===== src/rtl/nibble_serial_add_ctrl_if.sv =====
// Operand/result handshake and 4-bit adder-slice bus for nibble_serial_add_ctrl.
// The slave side is the controller; the master side is the operand source plus the slice.
interface nibble_serial_add_ctrl_if #(
   parameter int WIDTH = 16
);
   logic             start;
   logic             op_sub;
   logic             op_signed;
   logic [WIDTH-1:0] a;
   logic [WIDTH-1:0] b;
   logic [3:0]       add_a;
   logic [3:0]       add_b;
   logic             add_cin;
   logic [3:0]       add_sum;
   logic             add_cout;
   logic             busy;
   logic             done;
   logic [WIDTH-1:0] result;
   logic             cout;
   logic             overflow;
   logic             zero;

   modport master (
      output start, op_sub, op_signed, a, b, add_sum, add_cout,
      input  add_a, add_b, add_cin, busy, done, result, cout, overflow, zero
   );

   modport slave (
      input  start, op_sub, op_signed, a, b, add_sum, add_cout,
      output add_a, add_b, add_cin, busy, done, result, cout, overflow, zero
   );
endinterface


===== src/rtl/nibble_serial_add_ctrl.sv =====
// Drives an external 4-bit adder slice one nibble per clock, LSB first, to add or
// subtract two WIDTH-bit operands; reports carry, signed overflow and zero on done.
module nibble_serial_add_ctrl #(
   parameter int WIDTH = 16
) (
   input logic                    clk,
   input logic                    rst_n,
   nibble_serial_add_ctrl_if.slave bus
);
   localparam int NIB = WIDTH / 4;
   localparam int KW  = (NIB > 2) ? $clog2(NIB) : 1;
   localparam logic [KW-1:0] K_LAST = KW'(NIB - 1);
   localparam logic [KW-1:0] K_ONE  = KW'(1);
   localparam logic [KW-1:0] K_ZERO = KW'(0);

   localparam logic [1:0] S_IDLE = 2'd0;
   localparam logic [1:0] S_RUN  = 2'd1;
   localparam logic [1:0] S_DONE = 2'd2;

   logic [1:0]       state_q,  state_d;
   logic [KW-1:0]    k_q,      k_d;
   logic             carry_q,  carry_d;
   logic             sgn_q,    sgn_d;
   logic [WIDTH-1:0] a_q,      a_d;
   logic [WIDTH-1:0] b_q,      b_d;
   logic [WIDTH-1:0] shadow_q, shadow_d;
   logic [WIDTH-1:0] result_q, result_d;
   logic             cout_q,   cout_d;
   logic             ovf_q,    ovf_d;
   logic             zero_q,   zero_d;

   // Two's-complement overflow from the operand and sum sign bits.
   function automatic logic signed_ovf(input logic a_msb, input logic b_msb, input logic s_msb);
      signed_ovf = (a_msb & b_msb & ~s_msb) | (~a_msb & ~b_msb & s_msb);
   endfunction

   always_comb begin
      state_d  = state_q;
      k_d      = k_q;
      carry_d  = carry_q;
      sgn_d    = sgn_q;
      a_d      = a_q;
      b_d      = b_q;
      shadow_d = shadow_q;
      result_d = result_q;
      cout_d   = cout_q;
      ovf_d    = ovf_q;
      zero_d   = zero_q;
      case (state_q)
         S_IDLE, S_DONE: begin
            if (bus.start) begin
               a_d     = bus.a;
               b_d     = bus.op_sub ? ~bus.b : bus.b;
               sgn_d   = bus.op_signed;
               k_d     = K_ZERO;
               carry_d = bus.op_sub;
               state_d = S_RUN;
            end else begin
               state_d = S_IDLE;
            end
         end
         S_RUN: begin
            shadow_d[{k_q, 2'b00} +: 4] = bus.add_sum;
            carry_d = bus.add_cout;
            if (k_q == K_LAST) begin
               k_d      = K_ZERO;
               state_d  = S_DONE;
               result_d = shadow_d;
               cout_d   = bus.add_cout;
               ovf_d    = sgn_q & signed_ovf(a_q[WIDTH-1], b_q[WIDTH-1], bus.add_sum[3]);
               zero_d   = (shadow_d == {WIDTH{1'b0}});
            end else begin
               k_d     = k_q + K_ONE;
               state_d = S_RUN;
            end
         end
         default: begin
            state_d = S_IDLE;
         end
      endcase
   end

   always_ff @(posedge clk) begin
      if (!rst_n) begin
         state_q  <= S_IDLE;
         k_q      <= K_ZERO;
         carry_q  <= 1'b0;
         sgn_q    <= 1'b0;
         a_q      <= {WIDTH{1'b0}};
         b_q      <= {WIDTH{1'b0}};
         shadow_q <= {WIDTH{1'b0}};
         result_q <= {WIDTH{1'b0}};
         cout_q   <= 1'b0;
         ovf_q    <= 1'b0;
         zero_q   <= 1'b0;
      end else begin
         state_q  <= state_d;
         k_q      <= k_d;
         carry_q  <= carry_d;
         sgn_q    <= sgn_d;
         a_q      <= a_d;
         b_q      <= b_d;
         shadow_q <= shadow_d;
         result_q <= result_d;
         cout_q   <= cout_d;
         ovf_q    <= ovf_d;
         zero_q   <= zero_d;
      end
   end

   // Slice inputs are only live in RUN so the slice sees a quiet bus otherwise.
   assign bus.add_a    = (state_q == S_RUN) ? a_q[{k_q, 2'b00} +: 4] : 4'h0;
   assign bus.add_b    = (state_q == S_RUN) ? b_q[{k_q, 2'b00} +: 4] : 4'h0;
   assign bus.add_cin  = (state_q == S_RUN) ? carry_q : 1'b0;
   assign bus.busy     = (state_q == S_RUN);
   assign bus.done     = (state_q == S_DONE);
   assign bus.result   = result_q;
   assign bus.cout     = cout_q;
   assign bus.overflow = ovf_q;
   assign bus.zero     = zero_q;
endmodule


===== src/flat_wrapper.sv =====
// flat-port wrapper written by rule: the top's interface ports become plain ports
module nibble_serial_add_ctrl_flat 
#(
   parameter int WIDTH = 16
)
  (clk, rst_n, bus_start, bus_op_sub, bus_op_signed, bus_a, bus_b, bus_add_sum, bus_add_cout, bus_add_a, bus_add_b, bus_add_cin, bus_busy, bus_done, bus_result, bus_cout, bus_overflow, bus_zero);
  nibble_serial_add_ctrl_if #(.WIDTH(WIDTH)) bus_i ();
  input logic clk;
  input logic rst_n;
  input wire logic [$bits(bus_i.start)-1:0] bus_start;
  input wire logic [$bits(bus_i.op_sub)-1:0] bus_op_sub;
  input wire logic [$bits(bus_i.op_signed)-1:0] bus_op_signed;
  input wire logic [$bits(bus_i.a)-1:0] bus_a;
  input wire logic [$bits(bus_i.b)-1:0] bus_b;
  input wire logic [$bits(bus_i.add_sum)-1:0] bus_add_sum;
  input wire logic [$bits(bus_i.add_cout)-1:0] bus_add_cout;
  output wire logic [$bits(bus_i.add_a)-1:0] bus_add_a;
  output wire logic [$bits(bus_i.add_b)-1:0] bus_add_b;
  output wire logic [$bits(bus_i.add_cin)-1:0] bus_add_cin;
  output wire logic [$bits(bus_i.busy)-1:0] bus_busy;
  output wire logic [$bits(bus_i.done)-1:0] bus_done;
  output wire logic [$bits(bus_i.result)-1:0] bus_result;
  output wire logic [$bits(bus_i.cout)-1:0] bus_cout;
  output wire logic [$bits(bus_i.overflow)-1:0] bus_overflow;
  output wire logic [$bits(bus_i.zero)-1:0] bus_zero;
  assign bus_i.start = bus_start;
  assign bus_i.op_sub = bus_op_sub;
  assign bus_i.op_signed = bus_op_signed;
  assign bus_i.a = bus_a;
  assign bus_i.b = bus_b;
  assign bus_i.add_sum = bus_add_sum;
  assign bus_i.add_cout = bus_add_cout;
  assign bus_add_a = bus_i.add_a;
  assign bus_add_b = bus_i.add_b;
  assign bus_add_cin = bus_i.add_cin;
  assign bus_busy = bus_i.busy;
  assign bus_done = bus_i.done;
  assign bus_result = bus_i.result;
  assign bus_cout = bus_i.cout;
  assign bus_overflow = bus_i.overflow;
  assign bus_zero = bus_i.zero;
  nibble_serial_add_ctrl #(.WIDTH(WIDTH)) u_core (.clk(clk), .rst_n(rst_n), .bus(bus_i));
endmodule

===== config.mk =====
export PLATFORM = sky130hd
export DESIGN_NAME = nibble_serial_add_ctrl_flat
export DESIGN_NICKNAME = d
export VERILOG_FILES = /design/src/rtl/nibble_serial_add_ctrl_if.sv /design/src/rtl/nibble_serial_add_ctrl.sv /design/src/flat_wrapper.sv
export SDC_FILE = /design/constraint.sdc
export NUM_CORES = 1
export LEC_CHECK = 0
export BUFFER_PORTS_ARGS = -buffer_cell sky130_fd_sc_hd__buf_4
export CORE_ASPECT_RATIO = 0.6
export CORE_UTILIZATION = 55
export DETAILED_ROUTE_END_ITERATION = 10
export GPL_ROUTABILITY_DRIVEN = 0
export MAX_ROUTING_LAYER = met4
export PLACE_DENSITY = 0.86
export REMOVE_ABC_BUFFERS = 1
export SYNTH_ARGS = -nofsm -noshare
export SYNTH_HDL_FRONTEND = slang
export SYNTH_SLANG_ARGS = --single-unit
export TNS_END_PERCENT = 20

===== constraint.sdc =====
create_clock -name clk -period 4.7 [get_ports clk]
set_input_delay 0.705 -clock clk [delete_from_list [all_inputs] [get_ports clk]]
set_output_delay 0.705 -clock clk [all_outputs]
set_load 0.01 [all_outputs]

* Yosys cells after proc, flatten, opt, wreduce, memory -nomap -nowiden *
Cells that the tools add are included.

cells by class
  bitwise operators = 10
  reductions and logical operators = 7
  $add $sub $neg = 2
  equal/unequal tests = 4
  mux-type cells = 13
  shift operators = 4

operators with widths
  kind                      count
  $shiftx A16 B5 Y4         2
  $bwmux W16                1
  $logic_not A16 Y1         1
  $mux W16                  1
  $not A16 Y16              1
  $shift A4 B6 Y16 const A  1
  $shiftx A4 B6 Y16         1
  $mux W4                   2
  $pmux W2 S2               2
  $mux W2                   3
  $neg A4 Y6                1
  $reduce_and A2 Y1         3
  $and A1 B1 Y1             5
  $eq A2 B2 Y1 const B      2
  $mux W1                   3
  $not A1 Y1                3
  $add A2 B1 Y2 const B     1
  $eq A2 B1 Y1 const B      1
  $logic_not A2 Y1          1
  $ne A2 B2 Y1 const B      1
  $pmux W1 S2               1
  $reduce_bool A2 Y1        1
  $reduce_or A2 Y1          1
  $or A1 B1 Y1              1

storage, ports and cells
  register bits after elaboration = 73
  output and inout bits = 30
  logic and storage cells = 51
  input bits = 42

* Longest topological paths before layout *
  depth after elaboration = 5
  mapped depth = 9

* Worst setup path before layout *
No wires, ideal clock.

  path kind = flip-flop to flip-flop
  start = register u_core.k_q[1]
  end = register u_core.zero_q (netlist: u_core.bus.zero)
  arrival = 2,084 ps
  setup slack = 2,531 ps
  required time = 4,616 ps
  stages on the path, launching flop included = 8
  setup time = 84 ps
  clock period less this slack = 2,169 ps
  buffers on the path = 1
  cell sequence = dfxtp_1 -> clkbuf_1 -> inv_1 -> ha_1 -> mux2_2 -> a311oi_1 -> nand4_1 -> o31ai_2

on the way
  word-level cells in the longest chain between the ends = 4

ends and longest elaborated chain
  item                                                          RTL line                       RTL
  start, declared                                               nibble_serial_add_ctrl.sv:21   logic [KW-1:0] k_q, k_d;
  start signal, assigned                                        nibble_serial_add_ctrl.sv:98   k_q <= k_d;
  $neg A4 Y6                                                    nibble_serial_add_ctrl.sv:63   shadow_d[{k_q, 2'b00} +: 4] = bus.add_sum;
  $shiftx A4 B6 Y16 / $shift A4 B6 Y16 (equally long branches)  nibble_serial_add_ctrl.sv:63
  $bwmux W16                                                    nibble_serial_add_ctrl.sv:63
  $logic_not A16 Y1                                             nibble_serial_add_ctrl.sv:71   zero_d = (shadow_d == {WIDTH{1'b0}});
  end signal, assigned                                          nibble_serial_add_ctrl.sv:107  zero_q <= zero_d;
  end, declared                                                 nibble_serial_add_ctrl.sv:30   logic zero_q, zero_d;

Parallel ways exist; a longest one is shown, timed or not.
A chain may end at the register's enable or synchronous reset.

* Worst setup path after layout *
  start = register u_core.state_q[0]
  end = output bus_add_cin

on the way
  word-level cells in the longest chain between the ends = 2

ends and longest elaborated chain
  item                    RTL line                       RTL
  start, declared         nibble_serial_add_ctrl.sv:20   logic [1:0] state_q, state_d;
  start signal, assigned  nibble_serial_add_ctrl.sv:97   state_q <= state_d;
  $eq A2 B1 Y1            nibble_serial_add_ctrl.sv:114  assign bus.add_cin = (state_q == S_RUN) ? carry_q : 1'b0;
  $mux W1                 nibble_serial_add_ctrl.sv:114
  end, declared           flat_wrapper.sv:19             output wire logic [$bits(bus_i.add_cin)-1:0] bus_add_cin;

No other way between the ends.

==> results.md <==
* Status: finished, final reports clean
* Synth Register Bits at 73
* Largest net degree at the start of global routing at 75
* DR vias at roughly 3000
* Worst hold path class: reg -> reg
* Reg2reg start: u_core.k_q[0]
* Post-layout min period at just over 3 ns
* CTS tree: built
* FP Rows at 22
* DPL Wire Length at 5.489 mm
* Die Width at between 100 and 150 um
* Synthesis warning total at 0
* Clock-pin slew on the worst setup and hold paths at roughly 0.07 ns
* Mapped cell area at ~0.0035 mm^2
* Hold depth at 2
* Crit Reg-Reg Endpoint: u_core.shadow_q[11]
* Rel. slew slack at between 30% and 40%
* Initial antenna violation count at 0
* Post-synth EDFFs at 0
* Gate count after technology mapping at 385
* Fillers at 500
* Final setup viols at 0
* Detailed Routing Iterations Pass 1 at 5
* Post-synth top flop: dfxtp_1
* Vias per inst at approximately 5.7
* Num Clock Sinks at 73
* Post-synth ARST share at 0%
* Port bufs at 71
* Class of the most critical setup path: reg -> out
* Area grow syn2layout at 20.16%
* WP data required at about 4 ns
* Seq/Total Area, Yosys at between 40% and 50%
* Starting DRT DRC Count at 226
* Global-route wire length before repair at roughly 13 mm
* P_leak at 1.985 nW
* VDD IR max at approximately 0.21 mV
* Post-CTS Setup Inserts at 0
* Critical Path End Type: primary output
* Period utilization at between 60 and 70%
* Core area at 0.006166 mm^2
* Starting Density at 57.39%
* Startpoint Class: register
* Critical path data arrival time at 2.32 ns
* # IOs at 72
* Global route total overflow at 0
* Clock Path Buffers at 2
* Worst Hold Launch: u_core.a_q[3]
* GRT Total Usage at 26.26%
* Number of global-route vias before repair at around 2800
* Detailed-route DRC error count at 0
* Worst r2r path cells at 7
* Hold Path End: u_core.a_q[3]
* Final Util at between 60 and 70%
* Power Density at 326.6 mW/mm^2
* Final Hold Viols at 0
* Die span in y at 64.13 um
* Max-slew violations at 0
* Hold-fix buffers, CTS at 0
* Worst Skew at a little under 0.005 ns
* Clk_lat worst skew at approximately 0.35 ns
* Reg2Reg Setup Slack at around 1.9 ns
* RSZ-0062 raised after global routing: no
* Die area at between 0.006 and 0.007 mm^2
* Area of the multi-input gates at roughly 0.0019 mm^2
* Least-Margin Pin Slew at 1.014 ns
* Syn Area/Cell at 9.191 um^2
* Fmax at around 330 MHz
* Clk root buf: clkbuf_8
* Post-CTS sizing at 0
* Register area at 0.001461 mm^2
* Htree depth at 3
* Layout cells sized above 1 at between 20% and 30%
* Total CTS buffers at 9
* Max-cap violation count at 0
* Largest fanout on the critical path at 36
* Distinct cells, synth at 42
* Nets at a little under 500
* WL final at between 8 and 9 mm
* Antenna Violating Nets Remaining at 0
* Setup TNS at 0 ns
* Ant diodes at 0
* WL per Instance at between 15 and 20 um
==> routing by layer <==
metal | global-route usage (%) | routed length (um) | up-vias
li1 | - | - | 1449
met2 | 40.38 | 3684 | 116
met5 | - | 0 | -
met4 | 7.465 | 86 | 0
met1 | 35.07 | 3752 | 1436
met3 | 5.816 | 571 | 11
==> cell usage after synthesis (all sizes together) (4+ instances only) <==
cell type  number  share of area [%]
a22oi           4               0.85
nand2b          4               0.78
nor2b          15                2.7
and3            4               0.71
nand3           9                1.3
a221oi          6                1.5
buf            11                2.2
clkbuf         21                2.2
mux4            8                5.1
inv             4               0.42
o211a          32                9.1
ha              6                2.1
o21ai           6               0.85
nand2          82                8.7
dfxtp          73                 41
nor2           10                1.1
a21boi         22                4.7
xnor2          16                4.0
a31oi           6                1.1
and2           14                2.5
nor3b           7                1.6
==> final cells by class <==
type,instances,area share (%)
repair buffers,72,12.71
clock inverters,4,1.177
inverters,5,0.4414
multi-input cells,275,44.94
clock buffers,12,3.885
flip-flops and latches,73,34.37
well taps,84,2.472
==> how the worst max path moves through the flow <==
stage | start | depth (start not counted) | end
final | u_core.state_q[0] | 4 | bus_add_cin
after detailed placement | u_core.k_q[0] | 7 | u_core.shadow_q[8]
after floorplan | bus_start | 4 | u_core.carry_q
after CTS | u_core.state_q[0] | 4 | bus_add_cin
after global placement | u_core.k_q[0] | 6 | u_core.bus.zero
after global routing | u_core.state_q[0] | 4 | bus_add_cin
==> logic make-up after synthesis <==
family          count (synthesis)  synth area share, %
fa+ha+maj                       6                2.122
compound gates                 89                20.93
buf+inv                        37                4.915
simple gates                  154                21.08
flops                          73                41.30
mux                            10                5.693
xor+xnor                       16                3.960
==> critical path, cell delays in order, from the launching register on <==
cell and delay (ns):
dfxtp_1 0.37, nand2b_2 0.16, clkinv_1 0.78, and2_1 0.49, buf_4 0.15
==> placed cells by master, fill, tap and decap left out, drive strengths merged, types with 6 or more instances in the layout <==
cell and n:
and2 14, a221oi 6, a21boi 22, mux4 8, xnor2 16, ha 6, buf 72, o21ai 6
dfxtp 73, nor3b 7, nand2 82, clkbuf 12, nor2 10, nand3 9, a31oi 6, o211a 32
nor2b 15
==> sequential cells by signal, indices dropped and copies added (netlist names) <==
| name | flops |
|---|---|
| u_core.bus.zero | 1 |
| u_core.sgn_q | 1 |
| u_core.bus.cout | 1 |
| u_core.shadow_q | 16 |
| u_core.a_q | 16 |
| u_core.state_q | 2 |
| u_core.k_q | 2 |
| u_core.carry_q | 1 |
| u_core.bus.overflow | 1 |
| u_core.bus.result | 16 |
| u_core.b_q | 16 |
==> where the power goes <==
part	leakage, nW	total [mW]	internal (mW)	switching (mW)
clock	0.105	0.519	0.288	0.231
combinational	1.28	0.197	0.0949	0.102
sequential	0.597	0.673	0.649	0.0238
total	1.99	1.39	1.03	0.357
==> per-stage QoR <==
step / cell area, um^2 / hold WS [ns] / power (mW) / instances / setup slack (ns)
2_1_floorplan: 3383 / 0.4402 / 0.7983 / 353 / 1.935
3_3_place_gp: 4036 / 0.4491 / 0.8706 / 509 / 2.064
3_5_place_dp: 4036 / 0.4584 / 0.8806 / 509 / 1.970
4_1_cts: 4252 / 0.4694 / 1.394 / 525 / 1.699
5_1_grt: 4252 / 0.4929 / 1.451 / 525 / 1.470
6_report: 4252 / 0.4729 / 1.389 / 525 / 1.679
Power figures use the tool's default switching activity.
